<file path="config.mk">
export PLATFORM = sky130hd
export DESIGN_NAME = fp_pipeline_scheduler
export DESIGN_NICKNAME = d
export VERILOG_FILES = /design/src/rtl/fp_pipeline_scheduler.sv
export SDC_FILE = /design/constraint.sdc
export NUM_CORES = 1
export LEC_CHECK = 0
export ABC_AREA = 0
export BUFFER_PORTS_ARGS = -buffer_cell sky130_fd_sc_hd__buf_2
export CAP_MARGIN = 20
export CORE_AREA = 2 2 56 58
export DETAILED_ROUTE_END_ITERATION = 8
export DIE_AREA = 0 0 58 60
export GPL_TIMING_DRIVEN = 0
export MAX_ROUTING_LAYER = met4
export PLACE_DENSITY = 0.77
export SLEW_MARGIN = 20
export SYNTH_ARGS = -nofsm -noshare
export SYNTH_HDL_FRONTEND = slang
export SYNTH_SLANG_ARGS = --single-unit
</file>
<file path="constraint.sdc">
create_clock -name clk -period 2.3 [get_ports clk]
set_input_delay 0.115 -clock clk [delete_from_list [all_inputs] [get_ports clk]]
set_output_delay 0.115 -clock clk [all_outputs]
set_load 0.01 [all_outputs]
</file>
<file path="src/rtl/fp_pipeline_scheduler.sv">
// Issue scheduler and in-flight tracker for the shared non-stallable FP adder; one grant per cycle, result tagged at the tail.
// Latency: request -> issue_valid_o 1 cycle, issue -> wb_valid_o FP_LATENCY cycles; no backpressure (wb_claim_i only blocks issue).
// Build option FP_SCHED_ROUND_ROBIN_EN selects round-robin arbitration; otherwise lowest eligible index wins.
module fp_pipeline_scheduler #(
  parameter int NUM_STRANDS     = 4,
  parameter int STRAND_ID_WIDTH = 2,
  parameter int FP_LATENCY      = 4
) (
  input  logic                         clk,
  input  logic                         reset,
  input  logic [NUM_STRANDS-1:0]       request_i,
  input  logic [6*NUM_STRANDS-1:0]     operation_i,
  input  logic                         wb_claim_i,
  input  logic                         rollback_i,
  input  logic [STRAND_ID_WIDTH-1:0]   rollback_strand_i,
  output logic [NUM_STRANDS-1:0]       grant_o,
  output logic                         issue_valid_o,
  output logic [5:0]                   issue_op_o,
  output logic [STRAND_ID_WIDTH-1:0]   issue_strand_o,
  output logic                         wb_valid_o,
  output logic [STRAND_ID_WIDTH-1:0]   wb_strand_o,
  output logic [NUM_STRANDS-1:0]       inflight_o
);

  logic [NUM_STRANDS-1:0]     inflight;
  logic [NUM_STRANDS-1:0]     eligible;
  logic [NUM_STRANDS-1:0]     grant_nxt;
  logic [NUM_STRANDS-1:0]     wb_clr;
  logic [NUM_STRANDS-1:0]     rb_clr;
  logic                       grant_any;
  logic [STRAND_ID_WIDTH-1:0] grant_idx;
  logic [5:0]                 op_nxt;
  logic [FP_LATENCY-1:0]      trk_vld;
  logic [STRAND_ID_WIDTH-1:0] trk_strand [FP_LATENCY];

  always_comb begin
    eligible = '0;
    wb_clr   = '0;
    rb_clr   = '0;
    for (int s = 0; s < NUM_STRANDS; s++) begin
      rb_clr[s]   = rollback_i && (rollback_strand_i == STRAND_ID_WIDTH'(s));
      wb_clr[s]   = wb_valid_o && (wb_strand_o == STRAND_ID_WIDTH'(s));
      eligible[s] = request_i[s] && !inflight[s] && !rb_clr[s] && !wb_claim_i;
    end
  end

`ifdef FP_SCHED_ROUND_ROBIN_EN
  logic [STRAND_ID_WIDTH-1:0] rr_ptr;

  always_comb begin
    grant_any = 1'b0;
    grant_idx = '0;
    for (int k = 0; k < NUM_STRANDS; k++) begin
      if (!grant_any && eligible[(int'(rr_ptr) + k) % NUM_STRANDS]) begin
        grant_any = 1'b1;
        grant_idx = STRAND_ID_WIDTH'((int'(rr_ptr) + k) % NUM_STRANDS);
      end
    end
  end

  always_ff @(posedge clk) begin
    if (reset) begin
      rr_ptr <= '0;
    end else if (grant_any) begin
      rr_ptr <= (int'(grant_idx) == NUM_STRANDS - 1) ? '0 : grant_idx + STRAND_ID_WIDTH'(1);
    end
  end
`else
  always_comb begin
    grant_any = 1'b0;
    grant_idx = '0;
    for (int k = 0; k < NUM_STRANDS; k++) begin
      if (!grant_any && eligible[k]) begin
        grant_any = 1'b1;
        grant_idx = STRAND_ID_WIDTH'(k);
      end
    end
  end
`endif

  always_comb begin
    grant_nxt = '0;
    op_nxt    = '0;
    for (int s = 0; s < NUM_STRANDS; s++) begin
      grant_nxt[s] = grant_any && (grant_idx == STRAND_ID_WIDTH'(s));
      if (grant_nxt[s]) op_nxt = operation_i[6*s +: 6];
    end
  end

  // A grant can never target a strand being cleared, so set and clear never collide.
  always_ff @(posedge clk) begin
    if (reset) begin
      grant_o        <= '0;
      issue_valid_o  <= 1'b0;
      issue_op_o     <= '0;
      issue_strand_o <= '0;
      inflight       <= '0;
    end else begin
      grant_o        <= grant_nxt;
      issue_valid_o  <= grant_any;
      issue_op_o     <= op_nxt;
      issue_strand_o <= grant_idx;
      inflight       <= (inflight & ~wb_clr & ~rb_clr) | grant_nxt;
    end
  end

  // Rollback squashes matching entries as they shift; the tail itself is already committed.
  always_ff @(posedge clk) begin
    if (reset) begin
      trk_vld <= '0;
      for (int i = 0; i < FP_LATENCY; i++) trk_strand[i] <= '0;
    end else begin
      trk_vld[0]    <= issue_valid_o && !(rollback_i && issue_strand_o == rollback_strand_i);
      trk_strand[0] <= issue_strand_o;
      for (int i = 1; i < FP_LATENCY; i++) begin
        trk_vld[i]    <= trk_vld[i-1] && !(rollback_i && trk_strand[i-1] == rollback_strand_i);
        trk_strand[i] <= trk_strand[i-1];
      end
    end
  end

  assign wb_valid_o  = trk_vld[FP_LATENCY-1];
  assign wb_strand_o = trk_strand[FP_LATENCY-1];
  assign inflight_o  = inflight;

endmodule

</file>
# Word level (Yosys, flattened, before mapping)
# Memory sizes are Yosys's and may differ from the RTL's.
# Index checks and enable logic that the tools add are counted.
[totals]
elab_cells = 101
inputBits = 34
n_memories = 1
ram_bits = 8
output_inout_bits = 20
ff_bits = 21
[memory_table]
columns = ["memory", "depth", "word_bits", "rd", "rd_clocked_by_memory_dff", "write_ports", "line_no", "rtl"]
rows = [
  ["trk_strand", 4, 2, 4, 0, 4, "34", "logic [STRAND_ID_WIDTH-1:0] trk_strand [FP_LATENCY];"],
]
[classes]
reduce_logical = 54
n_eq_ne = 13
mux = 18
n_bitwise = 9
[ops]
columns = ["operator", "n"]
rows = [
  ["1-bit logical AND", 35],
  ["6-bit 2-to-1 mux", 4],
  ["1-bit logical NOT", 16],
  ["2-bit equality test (second input constant)", 6],
  ["2-bit 2-to-1 mux", 6],
  ["4-bit bitwise AND", 2],
  ["2-bit equality test", 4],
  ["1-bit 2-to-1 mux", 8],
  ["4-bit NOT", 2],
  ["2-bit by 1-bit equality test with 1-bit output (second input constant)", 3],
  ["2-bit logical NOT", 3],
  ["1-bit bitwise OR", 4],
  ["4-bit bitwise OR", 1],
]

# Longest topological paths before layout
[depth]
ltp_word = 21
depth_mapped = 7
mapped_depth_nobuf = 4

# Worst setup path before layout
# Ideal clock, no wire load.
[synth_path]
path_kind = "input to register"
from = "in rollback_strand_i[0]"
to = "reg issue_op_o[1]"
required_ns = 2.170
n_path_buf = 3
path_stages = 7
setup_ns = 0.130
slack_ns = 0.582
arrival_ns = 1.588
path_cell_list = "buf_2 > and3b_1 > buf_6 > or4b_4 > buf_2 > a311oi_1 > o32ai_1"
[synth_via]
elab_chain_len = 21
elab_cells_between_ends = 45
classes_between = "eq/ne: 6; mux: 11; reduce/logical: 28"
[synth_lines]
columns = ["item", "line_no", "rtl"]
rows = [
  ["start, declared", "15", "input logic [STRAND_ID_WIDTH-1:0] rollback_strand_i,"],
  ["2-bit logical NOT", "41", "rb_clr[s] = rollback_i && (rollback_strand_i == STRAND_ID_WIDTH'(s));"],
  ["1-bit logical AND", "41", ""],
  ["1-bit logical NOT", "43", "eligible[s] = request_i[s] && !inflight[s] && !rb_clr[s] && !wb_claim_i;"],
  ["1-bit logical AND (2 in series)", "43", ""],
  ["1-bit 2-to-1 mux", "73", "if (!grant_any && eligible[k]) begin"],
  ["1-bit logical NOT", "73", ""],
  ["1-bit logical AND", "73", ""],
  ["1-bit 2-to-1 mux", "73", ""],
  ["[... 2 more ...]", "n/a", ""],
  ["1-bit 2-to-1 mux", "73", ""],
  ["1-bit logical NOT", "73", ""],
  ["1-bit logical AND", "73", ""],
  ["2-bit 2-to-1 mux", "73", ""],
  ["2-bit logical NOT", "85", "grant_nxt[s] = grant_any && (grant_idx == STRAND_ID_WIDTH'(s));"],
  ["1-bit logical AND", "85", ""],
  ["6-bit 2-to-1 mux (3 in series)", "86", "if (grant_nxt[s]) op_nxt = operation_i[6*s +: 6];"],
  ["6-bit 2-to-1 mux (*)", "86", ""],
  ["end signal, assigned", "101", "issue_op_o <= op_nxt;"],
  ["end, declared", "18", "output logic [5:0] issue_op_o,"],
]
# Mark *: on every way between the ends. The rest lies on a longest branch, timed or not.
# A chain may end at the register's enable or synchronous reset.

# Worst setup path in the final report
[layout_path]
from = "reg inflight[0] (netlist: inflight_o[0])"
to = "reg issue_op_o[4]"
[layout_via]
elab_chain_len = 20
elab_cells_between_ends = 29
classes_between = "eq/ne: 3; mux: 11; reduce/logical: 15"
[layout_lines]
columns = ["item", "line_no", "rtl"]
rows = [
  ["start, declared", "25", "logic [NUM_STRANDS-1:0] inflight;"],
  ["start signal, assigned", "103", "inflight <= (inflight & ~wb_clr & ~rb_clr) | grant_nxt;"],
  ["1-bit logical NOT (*)", "43", ""],
  ["1-bit logical AND (*) (3 in series)", "43", ""],
  ["1-bit 2-to-1 mux (*)", "73", ""],
  ["1-bit logical NOT", "73", ""],
  ["1-bit logical AND", "73", ""],
  ["1-bit 2-to-1 mux", "73", ""],
  ["1-bit logical NOT", "73", ""],
  ["1-bit logical AND", "73", ""],
  ["1-bit 2-to-1 mux", "73", ""],
  ["1-bit logical NOT", "73", ""],
  ["1-bit logical AND", "73", ""],
  ["2-bit 2-to-1 mux", "73", ""],
  ["2-bit logical NOT", "85", ""],
  ["1-bit logical AND", "85", ""],
  ["6-bit 2-to-1 mux (3 in series)", "86", ""],
  ["6-bit 2-to-1 mux (*)", "86", ""],
]
# Marked as above.

==> qor_table.md <==
| Item | This run |
|---|---|
| Outcome | finished clean |
| Worst setup EP type | register |
| # IOs | 54 |
| Most common flop cell mapped by yosys | sky130_fd_sc_hd__dfxtp_1 |
| Number of standard cells after synthesis | 137 |
| DIE AREA | 3480 um2 |
| CP top delay family | compound AO/OA/AOI/OAI gates |
| Count of nets after finishing | 229 |
| Proportion of synthesized flip-flops having asynchronous set or reset | 0 |
| Final setup violation count | 0 |
| Post-CTS repair timing setup buffer count | 0 |
| Ranking of synthesized cells by instance count | 29 x sky130_fd_sc_hd__dfxtp_1, 10 x sky130_fd_sc_hd__inv_1, 10 x sky130_fd_sc_hd__nand2_1, 10 x sky130_fd_sc_hd__nor2_1 |
| Overall die height | 60 um |
| Static leakage | 0.781 nW |
| H-Tree Level Count | 2 |
| Placement Rows | 20 |
| Detail Route Antenna Nets | 0 |
| Pin count of the biggest net entering global routing | 11 |
| First-iteration detailed-routing DRC count | 37 |
| Clock tree from TritonCTS | yes |
| Overall power consumption | 0.00103 W |
| Sequence of cells on the critical path | or3b_1, or2_1, clkbuf_1, a41o_1, o32ai_1 |
| Maximum clock skew at final layout | 0.00742 ns |
| Most frequently used cell type in the post-synthesis netlist | sky130_fd_sc_hd__dfxtp_1 |
| N_diodes | 0 |
| Design area | 1620 um2 |
| IO buf count | 50 |
| Clk buf depth | 2 |
| Global routing usage summed across all routing layers | 0.199 |
| Critical path data required time | 2.55 ns |
| Vias post-DR | 1180 |
| Tightest Pin Transition | 0.616 ns |
| Cell area after placement | 1550 um2 |
| Drt first pass iters | 4 |
| Via count normalized by instance count | 5.18 |
| Post-Synthesis Net Count | 171 |
| Clk Tree Root Cell | sky130_fd_sc_hd__clkbuf_4 |
| Worst slew margin relative to its limit | 0.588 |
| Max-cap violation count | 0 |
| Fillers | 283 |
| Wire length of the first global-routing pass | 4850 um |
| Initial antenna violation count | 0 |
| Routability cong. | 0.828 |
| Detailed Place HPWL | 2180 um |
| Reg clk slew, reported paths | 0.09 ns |
| Timing-limited maximum frequency | 524 MHz |
| Avg Inst Size Synth | 9.19 um2 |
| Post-detailed-route wirelength per cell | 13.4 um |
| Slowest-stage cell, CP | sky130_fd_sc_hd__or3b_1 |
| Synth top area share | 0.461 |
| Cts bufs inserted | 5 |
| Final setup TNS | 0 ns |
| Total number of yosys warnings | 0 |
| Cell area after technology mapping | 1260 um2 |
| Post-cts hold buffer count | 1 |
| Cells taking the most area after synthesis | sky130_fd_sc_hd__dfxtp_1 46%, sky130_fd_sc_hd__xnor2_1 5.6%, sky130_fd_sc_hd__a311oi_1 4.2%, sky130_fd_sc_hd__o32ai_1 4.2%, sky130_fd_sc_hd__nor2b_1 4.0% |
| Worst EP arrival | 2.16 ns |
| Number of gates resized after CTS | 0 |
| Final global-route overflow total | 0 |
| DRC Markers | 0 |
| Sequential cell area fraction in the yosys report | 0.461 |
| Time the final worst path needs with I/O delays and setup | 1.91 ns |
| Area growth, synth to finish | 28.3% |
| Pins over their slew limit | 0 |
| Maximum VDD drop | 0.470 mV |
| Power density over the cells | 639 nW/um2 |
| Cell type with the largest total area after synthesis | sky130_fd_sc_hd__dfxtp_1 |
| Hold violation total from the final report | 0 |
| Clk Latency, worst-skew pair | 0.34 ns |
| Die Wd | 58 um |
| Area of the core region | 2900 um2 |
| Setup repair after global routing missed its margin | false |
| Min-delay worst type | in -> reg |
| Type of the worst setup path | reg -> reg |
| Vias in the first global route | 1084 |
| Wirelength, routed | 3050 um |
| CP bufs+invs | 1 |
| Library cells used by synthesis | 34 |
| Starting Density | 0.434 |
| Ratio of cells with drive above 1 in the final layout | 0.338 |
| Flop and latch count out of synthesis | 29 |
| Final period utilization | 0.830 |
| Slowest cell delay on critical path | 0.40 ns |
| Number of enable-type register cells in the synthesized netlist | 0 |
| Critical path peak fanout | 8 |
| TritonCTS sink count | 29 |
| Startpoint Class | register |
layout make-up:
type                       instances  area [um2]  area share
multi-input combinational         87         573       0.355
sequential                        29         581       0.359
timing repair buffer              51         260       0.161
tap                               33        41.3      0.0256
clock buffer                       7        55.1      0.0341
buffer                            11        67.6      0.0418
inverter                          10        37.5      0.0232
cell usage in the layout, fill, tap and decap left out, types with 5 or more instances in the layout:
| cell type | instances |
|---|---|
| sky130_fd_sc_hd__clkbuf_4 | 5 |
| sky130_fd_sc_hd__xnor2_1 | 8 |
| sky130_fd_sc_hd__buf_2 | 53 |
| sky130_fd_sc_hd__clkbuf_1 | 5 |
| sky130_fd_sc_hd__o32ai_1 | 6 |
| sky130_fd_sc_hd__dfxtp_1 | 29 |
| sky130_fd_sc_hd__nor2_1 | 10 |
| sky130_fd_sc_hd__nand3_1 | 7 |
| sky130_fd_sc_hd__a311oi_1 | 6 |
| sky130_fd_sc_hd__nor4_1 | 6 |
| sky130_fd_sc_hd__inv_1 | 10 |
| sky130_fd_sc_hd__and3_1 | 5 |
| sky130_fd_sc_hd__nor2b_1 | 8 |
| sky130_fd_sc_hd__nand2_1 | 10 |
registers in the layout, indices dropped and copies added, names as in the netlist:
signal          count
issue_strand_o      2
issue_op_o          6
trk_strand          8
inflight_o          4
issue_valid_o       1
trk_vld             4
grant_o             4
metrics by stage:
step                std cells  worst slack, ns   util  hold WS, ns
finish                    228            0.391  0.556      0.00413
floorplan                 137            0.582      -        0.187
global placement          220            0.393  0.534        0.345
detailed placement        220            0.400  0.534        0.351
global route              228            0.248  0.556      0.00210
CTS                       228            0.381  0.556      0.00288
layer usage:
layer | up-vias | track usage | wire, um
met3 | 8 | 0.0519 | 198
li1 | 599 | - | -
met2 | 45 | 0.304 | 1400
met4 | 0 | 0.120 | 82
met1 | 528 | 0.234 | 1370
met5 | - | - | 0
final timing paths:
check                                startpoint             to  slack [ns]  depth (start not counted)
worst min register to register       trk_vld[1]     trk_vld[2]        0.46                          1
worst max register to register    inflight_o[0]  issue_op_o[4]        0.39                          5
worst min-delay path            operation_i[19]  issue_op_o[1]       0.004                          3
worst max-delay path              inflight_o[0]  issue_op_o[4]        0.39                          5
logic make-up after synthesis:
| family | synth area share |
|---|---|
| flops | 0.461 |
| xor+xnor | 0.0557 |
| compound gates | 0.137 |
| buf+inv | 0.0835 |
| simple gates | 0.262 |
power by group:
group          switching (W)  internal, W
Sequential         0.0000111     0.000529
Clock               0.000176     0.000144
Combinational      0.0000913    0.0000809
Total               0.000278     0.000753
tightest hold or removal path, stage by stage:
cell	delay [ns]
sky130_fd_sc_hd__buf_2	0.08
sky130_fd_sc_hd__inv_1	0.03
sky130_fd_sc_hd__o32ai_1	0.08
Note: power is estimated with default switching activity, not from simulation.
